<file path="src/rtl/cpu_pkg.sv">
// Shared CPU definitions: memory-access FSM states, access size codes and the
// alignment check used by both the store and load-extract paths.
package cpu_pkg;

   typedef enum logic [2:0] {
      ST_IDLE,
      ST_RD,
      ST_WAIT,
      ST_WR,
      ST_DONE
   } state_t;

   localparam logic [1:0] SZ_WORD = 2'b00;
   localparam logic [1:0] SZ_HALF = 2'b01;
   localparam logic [1:0] SZ_BYTE = 2'b10;
   localparam logic [1:0] SZ_RSVD = 2'b11;

   // High for a reserved size or an access that does not sit on its natural boundary.
   function automatic logic access_fault(input logic [1:0] size, input logic [1:0] addr_lo);
      logic bad;
      case (size)
         SZ_WORD: bad = (addr_lo != 2'b00);
         SZ_HALF: bad = addr_lo[0];
         SZ_BYTE: bad = 1'b0;
         default: bad = 1'b1;
      endcase
      return bad;
   endfunction

endpackage

</file>
<file path="src/rtl/store_merge.sv">
// Little-endian sub-word merge: places the low bytes of data into the lanes of
// old_word selected by size and addr_lo.
module store_merge
   import cpu_pkg::*;
(
   input  logic [31:0] old_word,
   input  logic [31:0] data,
   input  logic [1:0]  size,
   input  logic [1:0]  addr_lo,
   output logic [31:0] merged
);

   always_comb begin
      merged = old_word;
      case (size)
         SZ_WORD: merged = data;
         SZ_HALF: begin
            if (addr_lo[1]) merged[31:16] = data[15:0];
            else            merged[15:0]  = data[15:0];
         end
         SZ_BYTE: begin
            case (addr_lo)
               2'd0:    merged[7:0]   = data[7:0];
               2'd1:    merged[15:8]  = data[7:0];
               2'd2:    merged[23:16] = data[7:0];
               default: merged[31:24] = data[7:0];
            endcase
         end
         default: merged = old_word;
      endcase
   end

endmodule

</file>
<file path="src/rtl/store_ctrl.sv">
// Store sequencer: full-word stores write directly, halfword/byte stores do a
// read-modify-write of the containing word; misaligned or reserved sizes fault.
//
// state   | meaning
// --------+------------------------------------------------------------
// ST_IDLE | waiting for start; operands latched on the accepting edge
// ST_RD   | word address presented for the read
// ST_WAIT | read data valid; captured into old_q at the end of the cycle
// ST_WR   | one-cycle write of the merged word
// ST_DONE | completion pulse; fault also pulses here for rejected stores
module store_ctrl
   import cpu_pkg::*;
(
   input  logic        clk,
   input  logic        reset,
   input  logic        start,
   input  logic [1:0]  size,
   input  logic [31:0] addr,
   input  logic [31:0] store_data,
   input  logic [31:0] mem_rdata,
   output logic [31:0] mem_addr,
   output logic [31:0] mem_wdata,
   output logic        mem_wr,
   output logic        busy,
   output logic        done,
   output logic        fault
);

   state_t      state;
   state_t      state_nxt;
   logic [31:0] addr_q;
   logic [31:0] data_q;
   logic [31:0] old_q;
   logic [1:0]  size_q;
   logic [31:0] merged;
   logic        accept;

   assign accept = (state == ST_IDLE) && start;

   always_ff @(posedge clk) begin
      if (!reset) begin
         state  <= ST_IDLE;
         addr_q <= '0;
         size_q <= '0;
         data_q <= '0;
         old_q  <= '0;
      end else begin
         state <= state_nxt;
         if (accept) begin
            addr_q <= addr;
            size_q <= size;
            data_q <= store_data;
         end
         if (state == ST_WAIT) old_q <= mem_rdata;
      end
   end

   store_merge u_merge (
      .old_word (old_q),
      .data     (data_q),
      .size     (size_q),
      .addr_lo  (addr_q[1:0]),
      .merged   (merged)
   );

   always_comb begin
      state_nxt = state;
      mem_addr  = {addr_q[31:2], 2'b00};
      mem_wdata = '0;
      mem_wr    = 1'b0;
      busy      = 1'b1;
      done      = 1'b0;
      fault     = 1'b0;
      case (state)
         ST_IDLE: begin
            busy = 1'b0;
            if (start) begin
               if (access_fault(size, addr[1:0])) state_nxt = ST_DONE;
               else if (size == SZ_WORD)          state_nxt = ST_WR;
               else                               state_nxt = ST_RD;
            end
         end
         ST_RD:   state_nxt = ST_WAIT;
         ST_WAIT: state_nxt = ST_WR;
         ST_WR: begin
            mem_wr    = 1'b1;
            mem_wdata = merged;
            state_nxt = ST_DONE;
         end
         ST_DONE: begin
            done      = 1'b1;
            // Operands are still held, so the fault can be re-derived here.
            fault     = access_fault(size_q, addr_q[1:0]);
            state_nxt = ST_IDLE;
         end
         default: state_nxt = ST_IDLE;
      endcase
   end

endmodule

</file>
<file path="config.mk">
export PLATFORM = sky130hd
export DESIGN_NAME = store_ctrl
export DESIGN_NICKNAME = d
export VERILOG_FILES = /design/src/rtl/cpu_pkg.sv /design/src/rtl/store_merge.sv /design/src/rtl/store_ctrl.sv
export SDC_FILE = /design/constraint.sdc
export NUM_CORES = 1
export LEC_CHECK = 0
export BUFFER_PORTS_ARGS = -buffer_cell sky130_fd_sc_hd__buf_2
export CAP_MARGIN = 30
export CORE_ASPECT_RATIO = 1.1
export CORE_UTILIZATION = 55
export DETAILED_ROUTE_END_ITERATION = 8
export PLACE_DENSITY_LB_ADDON = 0.3
export SYNTH_ARGS = -nofsm -noshare
export SYNTH_HDL_FRONTEND = slang
export SYNTH_SLANG_ARGS = --single-unit
</file>
<file path="constraint.sdc">
create_clock -name clk -period 3.45 [get_ports clk]
set_clock_uncertainty 0.15 [all_clocks]
set_input_delay 0.69 -clock clk [delete_from_list [all_inputs] [get_ports clk]]
set_output_delay 0.69 -clock clk [all_outputs]
set_load 0.01 [all_outputs]
</file>
==> metrics.cfg <==
[floorplan]
dieArea_mm2 = 0.00990
dieHeight_um = 104
fp-row-count = 36
die_w_um = 95.0
io_pins = 169
coreArea_mm2 = 0.00905
start_util_pct = 57.7

[global_route]
grt_pass1_wl_mm = 21.9
grt-ovfl-total = 0
grt_usage_pct = 28.3
first_global_vias = 4626
antenna_found_initial = 0
grt_max_degree = 40

[synthesis]
synth.distinct_cells = 36
synth_area_mm2 = 0.00523
synthCells = 663
synth_edf_count = 0
yosys.area.top_type = dfxtp_1
synth_warnings = 0
yosys_most_used_dff = dfxtp_1
syn_area_per_cell_um2 = 7.88
synth_commonest_cells = 227 x nand2_1, 101 x dfxtp_1, 98 x a21boi_0, 41 x buf_4, 26 x clkbuf_1
yosysSeqAreaShare_pct = 38.7
synthDominantCellAreaShare_pct = 38.7
synth_area_leaders = dfxtp_1 39%, nand2_1 16%, a21boi_0 14%
synth_seq_cells = 101
yosysMostFrequentCell = nand2_1
synthArstFlopShare_pct = 0

[routing]
vias_per_cell = 5.51
first_iter_violations = 370
drc = 0
firstDrtPassIters = 5
drt_wl_total_mm = 13.7
vias = 4906
wl_per_cell_um = 15.4
detail-route-antenna-nets = 0

[worst_setup_path]
cp_cell_sequence = nor2_1, buf_4, a221oi_1, a21oi_1, buf_2
critPathSlowestCell = dfxtp_1
cp.required_ns = 2.61
crit_path_start_kind = register
end_kind = output pin
cp_max_fo = 21
worst_ep_arrival_time_ns = 2.36
critPathKind = reg2out
critical-path-max-stage-delay_ns = 0.79

[timing]
setup_viol = 0
max_slew_margin_pct = 43.1
rsz0062_at_grt = false
timing.final.crit_share_pct = 92.8
worst_slew_pin_slew_ns = 0.854
fin_crit_ns = 3.20
fmax_mhz = 312
finalHoldViolCount = 0
maxSlewViolCount = 0
setup_tns_ns = 0

[place]
port_buffers = 166
dp_cells = 874
dp.final_hpwl_mm = 9.87
place_congestion = 0.912

[cts]
cts_root_buf = clkbuf_8
cts.path.max_buffers = 2
clk_pin_slew_ns = 0.11
clk_latency_ns = 0.37
cts.sinks = 101
htreeDepth = 3
cts_tree = built
cts_buffers = 9

[cells_and_area]
utilization_pct = 66.6
nets = 872
instances_no_fill = 890
syn_to_final_growth_pct = 15.3
drive_above_1_share_pct = 28.4
n_antenna_cell = 0

[hold_path]
hold_path_class = reg2reg

[power]
p_leak_uw = 0.00250
p_per_area_mw_per_mm2 = 419
vdd_drop_max_v = 0.000234

[run]
max-cap-violations = 0

[status]
status = finished, final reports clean

==> metrics by stage <==
stage               hold WS [ns]  cell area [um2]  power [uW]  setup slack [ns]
CTS                        0.321             6010        2530             0.107
detailed placement         0.307             5820        1810             0.526
global placement           0.298             5800        1780             0.603
finish                     0.318             6030        2520             0.250
global route               0.337             6030        2650            0.0943
floorplan                  0.293             5230        1670              1.21
==> worst max-delay path: cells and delay by family (launching register included) <==
family | cells | cell delay [ns]
flops | 1 | 0.79
compound gates | 2 | 0.44
buf+inv | 2 | 0.42
simple gates | 1 | 0.33
==> cell usage in the layout, fill, tap and decap left out, drive strengths merged, types with 10 or more instances in the layout <==
master,netlist,final
a21boi,99,99
buf,56,178
nor3b,15,15
a221oi,16,16
mux2i,16,16
nor2,16,16
mux2,16,16
a21oi,18,18
dfxtp,101,101
o21ai,17,17
clkbuf,26,10
nand2,228,228
==> flip-flops by register name, summed over array words and instances, names as in the netlist <==
register,flops
size_q,2
addr_q,32
data_q,32
state,3
old_q,32
==> cell type report <==
cell class | instances | area [um2]
fill | 765 | 3030
multi-input combinational | 478 | 2730
sequential | 101 | 2020
timing repair buffer | 178 | 928
tap | 114 | 143
clock buffer | 10 | 138
clock inverter | 6 | 53.8
inverter | 3 | 11.3
==> logic make-up after synthesis <==
| family | count (synthesis) | share of synthesized area, % |
|---|---|---|
| AOI/OAI and AO/OA | 162 | 22.7 |
| and+or+nand+nor | 282 | 22.4 |
| buffers and inverters | 85 | 9.53 |
| other | 1 | 0.0717 |
| DFF | 101 | 38.7 |
| muxes | 32 | 6.58 |
==> per-layer routing <==
| metal | global-route usage [%] | up-vias | share of wire, % |
|---|---|---|---|
| met1 | 35.5 | 2259 | 42 |
| met5 | 0 | - | 0 |
| li1 | - | 2413 | - |
| met4 | 11.9 | 0 | 2.8 |
| met3 | 4.68 | 32 | 6.1 |
| met2 | 47.1 | 202 | 49 |
==> power by group <==
part	internal, uW	leakage (uW)	total (uW)	switching (uW)
registers	1250	0.000826	1330	81.4
clock network	295	0.0000954	737	442
logic	193	0.00158	457	264
==> worst paths after layout <==
check	from	endpoint	slack [ns]	depth (start not counted)
worst max-delay path	size_q[1]	mem_wdata[26]	0.25	5
worst min-delay path	addr_q[3]	addr_q[3]	0.32	2
worst max register to register	state[2]	data_q[7]	1.15	5
worst min register to register	addr_q[3]	addr_q[3]	0.32	2
==> timing repair <==
| item | 4_1_cts | 5_1_grt |
|---|---|---|
| buffers inserted | 0 | 0 |
| hold buffers | 0 | 0 |
| resized for setup | 0 | 4 |
| endpoints found under the setup margin | 0 | 18 |
Note: power is estimated with default switching activity, not from simulation.
